**config.mk**
```make
export PLATFORM = sky130hd
export DESIGN_NAME = spider_hub_flat
export DESIGN_NICKNAME = d
export VERILOG_FILES = /design/src/rtl/spider_pkg.sv /design/src/rtl/spider_hub_if.sv /design/src/rtl/spider_rr_arb.sv /design/src/rtl/spider_hub.sv /design/src/flat_wrapper.sv
export SDC_FILE = /design/constraint.sdc
export NUM_CORES = 1
export LEC_CHECK = 0
export BUFFER_PORTS_ARGS = -buffer_cell sky130_fd_sc_hd__buf_2
export CORE_MARGIN = 8
export CORE_UTILIZATION = 33
export CTS_BUF_LIST = sky130_fd_sc_hd__clkbuf_16
export DETAILED_ROUTE_END_ITERATION = 7
export SYNTH_ARGS = -nofsm -noshare
export SYNTH_HDL_FRONTEND = slang
export SYNTH_SLANG_ARGS = --single-unit
```
**constraint.sdc**
```tcl
create_clock -name clk -period 5 [get_ports clk]
set_input_delay 0.5 -clock clk [delete_from_list [all_inputs] [get_ports clk]]
set_output_delay 0.5 -clock clk [all_outputs]
set_load 0.005 [all_outputs]
```
**src/rtl/spider_pkg.sv**
```systemverilog
// Shared constants and helpers for the spider_hub fan-in/fan-out fixture.
package spider_pkg;

  localparam int SPIDER_CNT_W    = 16;
  localparam int SPIDER_MAX_LEGS = 16;

  typedef enum logic [0:0] {
    BODY_EMPTY = 1'b0,
    BODY_FULL  = 1'b1
  } body_state_e;

  // Index width for n legs; never narrower than one bit.
  function automatic int leg_idx_w(input int n);
    return (n <= 2) ? 1 : $clog2(n);
  endfunction

endpackage

```
**src/rtl/spider_hub_if.sv**
```systemverilog
// Leg handshake bundle of spider_hub: master drives the legs, slave is the hub.
interface spider_hub_if #(
  parameter int N_LEGS = 4,
  parameter int DATA_W = 8
);

  logic [N_LEGS-1:0]        leg_left_valid;
  logic [N_LEGS-1:0]        leg_left_ready;
  logic [N_LEGS*DATA_W-1:0] leg_left_data;
  logic [N_LEGS-1:0]        leg_right_valid;
  logic [N_LEGS-1:0]        leg_right_ready;
  logic [N_LEGS*DATA_W-1:0] leg_right_data;

  modport master (
    output leg_left_valid, leg_left_data, leg_right_ready,
    input  leg_left_ready, leg_right_valid, leg_right_data
  );

  modport slave (
    input  leg_left_valid, leg_left_data, leg_right_ready,
    output leg_left_ready, leg_right_valid, leg_right_data
  );

endinterface

```
**src/rtl/spider_rr_arb.sv**
```systemverilog
// Round-robin arbiter: combinational one-hot grant searched from ptr, registered pointer.
module spider_rr_arb
  import spider_pkg::*;
#(
  parameter int N_LEGS = 4,
  parameter int IDX_W  = 2
) (
  input  logic              clk,
  input  logic              rst_n,
  input  logic [N_LEGS-1:0] req,
  input  logic              accept,
  output logic [N_LEGS-1:0] grant,
  output logic [IDX_W-1:0]  grant_idx,
  output logic              grant_any
);

  logic [IDX_W-1:0]  ptr_r;
  logic [N_LEGS-1:0] grant_s;
  logic [IDX_W-1:0]  idx_s;
  logic              any_s;

  // First requester at ptr, ptr+1, ... with explicit wrap so indices >= N_LEGS never appear.
  always_comb begin
    int               cand_v;
    logic [IDX_W-1:0] cand_idx_v;
    logic             hit_v;
    grant_s    = {N_LEGS{1'b0}};
    idx_s      = {IDX_W{1'b0}};
    any_s      = 1'b0;
    cand_v     = 0;
    cand_idx_v = {IDX_W{1'b0}};
    hit_v      = 1'b0;
    for (int k = 0; k < N_LEGS; k++) begin
      cand_v = (int'(ptr_r) + k >= N_LEGS) ? int'(ptr_r) + k - N_LEGS : int'(ptr_r) + k;
      cand_idx_v = IDX_W'(cand_v);
      hit_v = !any_s && req[cand_idx_v];
      grant_s[cand_idx_v] = grant_s[cand_idx_v] | hit_v;
      idx_s = hit_v ? cand_idx_v : idx_s;
      any_s = any_s | hit_v;
    end
  end

  // Pointer moves just past the accepted leg, otherwise holds.
  always_ff @(posedge clk) begin
    if (!rst_n) begin
      ptr_r <= {IDX_W{1'b0}};
    end else if (accept && any_s) begin
      ptr_r <= (idx_s == IDX_W'(N_LEGS - 1)) ? {IDX_W{1'b0}} : idx_s + IDX_W'(1);
    end else begin
      ptr_r <= ptr_r;
    end
  end

  assign grant     = grant_s;
  assign grant_idx = idx_s;
  assign grant_any = any_s;

endmodule

```
**src/rtl/spider_hub.sv**
```systemverilog
// N-leg fan-in/fan-out through a single body register; SPIDER_HUB_STATS_EN adds
// saturating per-leg delivered-word counters on leg_count.
module spider_hub
  import spider_pkg::*;
#(
  parameter int N_LEGS = 4,
  parameter int DATA_W = 8
) (
  input  logic                           clk,
  input  logic                           rst_n,
`ifdef SPIDER_HUB_STATS_EN
  output logic [N_LEGS*SPIDER_CNT_W-1:0] leg_count,
`endif
  spider_hub_if.slave                    bus
);

  localparam int IDX_W = leg_idx_w(N_LEGS);

  logic [N_LEGS-1:0] grant_s;
  logic [IDX_W-1:0]  grant_idx_s;
  logic              grant_any_s;
  logic              right_xfer_s;
  logic              can_accept_s;
  logic              left_xfer_s;
  logic [DATA_W-1:0] sel_data_s;

  body_state_e       state_r, state_nxt_s;
  logic [N_LEGS-1:0] valid_r, valid_nxt_s;
  logic [DATA_W-1:0] data_r, data_nxt_s;

  spider_rr_arb #(
    .N_LEGS (N_LEGS),
    .IDX_W  (IDX_W)
  ) u_arb (
    .clk       (clk),
    .rst_n     (rst_n),
    .req       (bus.leg_left_valid),
    .accept    (left_xfer_s),
    .grant     (grant_s),
    .grant_idx (grant_idx_s),
    .grant_any (grant_any_s)
  );

  // valid_r is the body index kept one-hot, so a drain is a simple AND with sink ready.
  assign right_xfer_s = |(valid_r & bus.leg_right_ready);
  assign can_accept_s = (state_r == BODY_EMPTY) || right_xfer_s;
  assign left_xfer_s  = rst_n && grant_any_s && can_accept_s;

  assign bus.leg_left_ready  = left_xfer_s ? grant_s : {N_LEGS{1'b0}};
  assign bus.leg_right_valid = valid_r;
  assign bus.leg_right_data  = {N_LEGS{data_r}};

  // One-hot mux of the granted leg's payload.
  always_comb begin
    sel_data_s = {DATA_W{1'b0}};
    for (int i = 0; i < N_LEGS; i++) begin
      sel_data_s = sel_data_s | (bus.leg_left_data[i*DATA_W +: DATA_W] & {DATA_W{grant_s[i]}});
    end
  end

  // Body next state: a fill always wins, so drain+fill keeps the body full with no bubble.
  always_comb begin
    state_nxt_s = state_r;
    valid_nxt_s = valid_r;
    data_nxt_s  = data_r;
    case (state_r)
      BODY_EMPTY: begin
        if (left_xfer_s) begin
          state_nxt_s = BODY_FULL;
          valid_nxt_s = grant_s;
          data_nxt_s  = sel_data_s;
        end else begin
          state_nxt_s = BODY_EMPTY;
        end
      end
      BODY_FULL: begin
        if (left_xfer_s) begin
          state_nxt_s = BODY_FULL;
          valid_nxt_s = grant_s;
          data_nxt_s  = sel_data_s;
        end else if (right_xfer_s) begin
          state_nxt_s = BODY_EMPTY;
          valid_nxt_s = {N_LEGS{1'b0}};
        end else begin
          state_nxt_s = BODY_FULL;
        end
      end
      default: begin
        state_nxt_s = BODY_EMPTY;
        valid_nxt_s = {N_LEGS{1'b0}};
      end
    endcase
  end

  // Body register; reset discards any word in flight.
  always_ff @(posedge clk) begin
    if (!rst_n) begin
      state_r <= BODY_EMPTY;
      valid_r <= {N_LEGS{1'b0}};
      data_r  <= {DATA_W{1'b0}};
    end else begin
      state_r <= state_nxt_s;
      valid_r <= valid_nxt_s;
      data_r  <= data_nxt_s;
    end
  end

`ifdef SPIDER_HUB_STATS_EN
  logic [SPIDER_CNT_W-1:0] cnt_r [N_LEGS];

  // Per-leg delivered-word counters, saturating at all ones.
  always_ff @(posedge clk) begin
    for (int j = 0; j < N_LEGS; j++) begin
      if (!rst_n) begin
        cnt_r[j] <= {SPIDER_CNT_W{1'b0}};
      end else if (valid_r[j] && bus.leg_right_ready[j] && (cnt_r[j] != {SPIDER_CNT_W{1'b1}})) begin
        cnt_r[j] <= cnt_r[j] + SPIDER_CNT_W'(1);
      end else begin
        cnt_r[j] <= cnt_r[j];
      end
    end
  end

  for (genvar j = 0; j < N_LEGS; j++) begin : g_cnt
    assign leg_count[j*SPIDER_CNT_W +: SPIDER_CNT_W] = cnt_r[j];
  end
`endif

endmodule
```
**src/flat_wrapper.sv**
```systemverilog
// flat-port wrapper written by rule: the top's interface ports become plain ports
module spider_hub_flat import spider_pkg::*;
#(
  parameter int N_LEGS = 4,
  parameter int DATA_W = 8
)
  (clk, rst_n, bus_leg_left_valid, bus_leg_left_data, bus_leg_right_ready, bus_leg_left_ready, bus_leg_right_valid, bus_leg_right_data);
  spider_hub_if #(.N_LEGS(N_LEGS), .DATA_W(DATA_W)) bus_i ();
  input  logic clk;
  input  logic rst_n;
  input wire logic [$bits(bus_i.leg_left_valid)-1:0] bus_leg_left_valid;
  input wire logic [$bits(bus_i.leg_left_data)-1:0] bus_leg_left_data;
  input wire logic [$bits(bus_i.leg_right_ready)-1:0] bus_leg_right_ready;
  output wire logic [$bits(bus_i.leg_left_ready)-1:0] bus_leg_left_ready;
  output wire logic [$bits(bus_i.leg_right_valid)-1:0] bus_leg_right_valid;
  output wire logic [$bits(bus_i.leg_right_data)-1:0] bus_leg_right_data;
  assign bus_i.leg_left_valid = bus_leg_left_valid;
  assign bus_i.leg_left_data = bus_leg_left_data;
  assign bus_i.leg_right_ready = bus_leg_right_ready;
  assign bus_leg_left_ready = bus_i.leg_left_ready;
  assign bus_leg_right_valid = bus_i.leg_right_valid;
  assign bus_leg_right_data = bus_i.leg_right_data;
  spider_hub #(.N_LEGS(N_LEGS), .DATA_W(DATA_W)) u_core (.clk(clk), .rst_n(rst_n), .bus(bus_i));
endmodule
```
==> results.yml <==
logic_synthesis:
  yosysWarnings: 0
  synth-seq-cells: 15
  synth_edf_count: 0
  postSynthAreaPerCell_um2: 7.67
  netlist_area_um2: 2080
  seq_area_frac_synth: 0.144
  yosysUniqueCellTypes: 57
  async_flop_share: 0
  synth_ff_type: "dfxtp_1"
  synth_cells: 271
  syn_nets: 317
die:
  initial_utilization: 0.335
  core_area_um2: 6200
  die_x_um: 95.4
  fp.dieH_um: 95.4
  die-area_um2: 9100
  num_io_pins: 82
  rows: 29
cts:
  cts_setup_buffers: 0
  h-tree-depth: 1
  clock_latency_ns: 0.25
  clockBufferDepth: 2
  clk_pin_slew_worst_paths_ns: 0.06
  cts_hold_buf: 0
  cts_tree: "built"
  numCtsBuffers: 3
  cts_resized: 0
  clock_sinks: 15
  cts-root-buf: "clkbuf_16"
global_routing:
  grtUsageMet3: 0.0244
  track_usage: 0.137
  met2_usage: 0.228
  grt_pass1_vias: 1999
  top_usage_layer: "met2"
  met1_usage: 0.176
  antenna_found_initial: 0
  grt_pass1_wl_mm: 10.1
  grt_max_degree: 30
  gr-total-overflow: 0
finish:
  final_area_um2: 2430
  drive_above_1_share: 0.339
  insertedDiodeCount: 0
  final_nets: 363
  syn_to_final_growth_pct: 16.7
worst_setup_path:
  end_kind: "output port"
  path_class: "flop to output port"
  arrival_ns: 3.98
  path_max_fanout: 15
  crit_path_start_kind: "flop"
  cp.required_ns: 4.50
timing:
  period_needed_ns: 4.48
  setup_violations: 0
  finClkSkew_ns: 0.00925
  fmax_ghz: 0.223
  finalMaxSlewViolations: 0
  hold_viol: 0
  fin_tns_setup_ns: 0
  maxSlewHeadroom: 0.605
  tightest_slew_ns: 0.591
  rsz0062_at_grt: "no"
  min_period_over_period: 0.895
hold_path:
  hold_path_class: "flop to flop"
power_and_ir_drop:
  p_per_area_nw_per_um2: 796
  irDropWorstVdd_mv: 0.336
  power.leakage_nw: 1.08
routing:
  first_pass_iters: 4
  via_count: 2289
  wire_per_inst_um: 17.0
  via_per_inst: 5.82
  drt_iter0_drc: 186
  drc: 0
  ant_nets: 0
  routed_wl_mm: 6.69
status:
  outcome: "complete, no violations"
place:
  place_area_um2: 2350
  gp_congestion: 0.872
  io_buffers: 81
  dp_hpwl_mm: 5.05
run:
  maxCapViolations: 0
## cell families after synthesis
logic type / count (synthesis) / synth area share
AOI/OAI and AO/OA: 114 / 0.410
and+or+nand+nor: 71 / 0.182
buffers and inverters: 57 / 0.160
DFF: 15 / 0.144
muxes: 8 / 0.0710
adders and majority gates: 4 / 0.0241
xor gates and xnor gates: 2 / 0.00843
## power breakdown
| part | leakage [nW] | internal (W) | total (W) | switching, W |
|---|---|---|---|---|
| combinational | 0.912 | 0.000631 | 0.00155 | 0.000918 |
| clock | 0.0409 | 0.000107 | 0.000166 | 0.0000583 |
| sequential | 0.125 | 0.000172 | 0.000215 | 0.0000428 |
| total | 1.08 | 0.000911 | 0.00193 | 0.00102 |
## cell usage in the layout, fill, tap and decap left out, drive strengths merged, types with 6 or more instances in the layout
cell and instances:
buf 90, a21o 18, nand2 17, dfxtp 15, nor2b 14, a21oi 14, o21ai 13, nor2 12
a221oi 11, o211ai 9, inv 8, a41oi 8, nand3 6
## through the flow
step	utilization	cells	setup slack (ns)	hold slack, ns	total power, W
4_1_cts	0.391	393	0.570	0.482	0.00193
2_1_floorplan	-	271	0.960	0.464	0.00149
5_1_grt	0.391	393	0.336	0.515	0.00210
3_5_place_dp	0.378	389	0.847	0.474	0.00176
3_3_place_gp	0.378	389	0.929	0.511	0.00176
6_report	0.391	393	0.525	0.486	0.00193
## synth_stat cells, types with 3 or more instances
cell type / number / area, um2
a211oi_1: 5 / 37.5
a21o_1: 18 / 135
a21oi_1: 14 / 70.1
a221oi_1: 11 / 96.3
a222oi_1: 3 / 30.0
a22oi_1: 3 / 22.5
a41oi_1: 8 / 70.1
and2_1: 5 / 31.3
and3_1: 4 / 25.0
buf_4: 25 / 188
buf_6: 3 / 33.8
clkbuf_1: 18 / 67.6
dfxtp_1: 15 / 300
ha_1: 4 / 50.1
inv_1: 8 / 30.0
mux4_2: 5 / 113
nand2_1: 17 / 63.8
nand3_1: 6 / 30.0
nor2_1: 12 / 45.0
nor2b_1: 14 / 87.6
nor3_1: 3 / 15.0
o211ai_1: 9 / 67.6
o21a_1: 4 / 30.0
o21ai_0: 11 / 55.1
o31ai_1: 5 / 37.5
## sequential cells by signal (all words and copies together), names as in the netlist, named ones only
register / count
u_core.data_r: 8
u_core.state_r: 1
u_core.bus.leg_right_valid: 4
u_core.u_arb.ptr_r: 1
## layer usage
| metal | vias up | wire length [um] |
|---|---|---|
| li1 | 1114 | - |
| met1 | 1086 | 2820 |
| met2 | 83 | 3260 |
| met3 | 6 | 528 |
| met4 | 0 | 76 |
| met5 | - | 0 |
## area by class of cell
class | count | area [um2]
clock buffers | 3 | 75.1
clock inverters | 1 | 5.00
fillers | 646 | 3780
inverters | 8 | 30.0
multi-input cells | 199 | 1450
flip-flops and latches | 15 | 300
well taps | 77 | 96.3
repair buffers | 90 | 473
## worst max-delay path, stage by stage (launching register included)
cell and delay (ns):
dfxtp_1 0.32, inv_1 0.14, ha_1 0.67, mux4_2 0.45, mux2_4 0.36, a22o_1 0.27
a211oi_1 0.34, o31ai_1 0.19, a222oi_1 0.53, nand2_1 0.14, and3_1 0.19, buf_2 0.12
## final timing paths
kind / to / startpoint / depth (start not counted) / slack [ns]
setup / recovery: bus_leg_left_ready[2] / flop / 11 / 0.52
hold / removal: u_core.bus.leg_right_valid[1] / u_core.bus.leg_right_valid[1] / 2 / 0.49
setup reg to reg: u_core.data_r[1] / flop / 11 / 1.02
hold reg to reg: u_core.bus.leg_right_valid[1] / u_core.bus.leg_right_valid[1] / 2 / 0.49
Note: power is estimated with default switching activity, not from simulation.
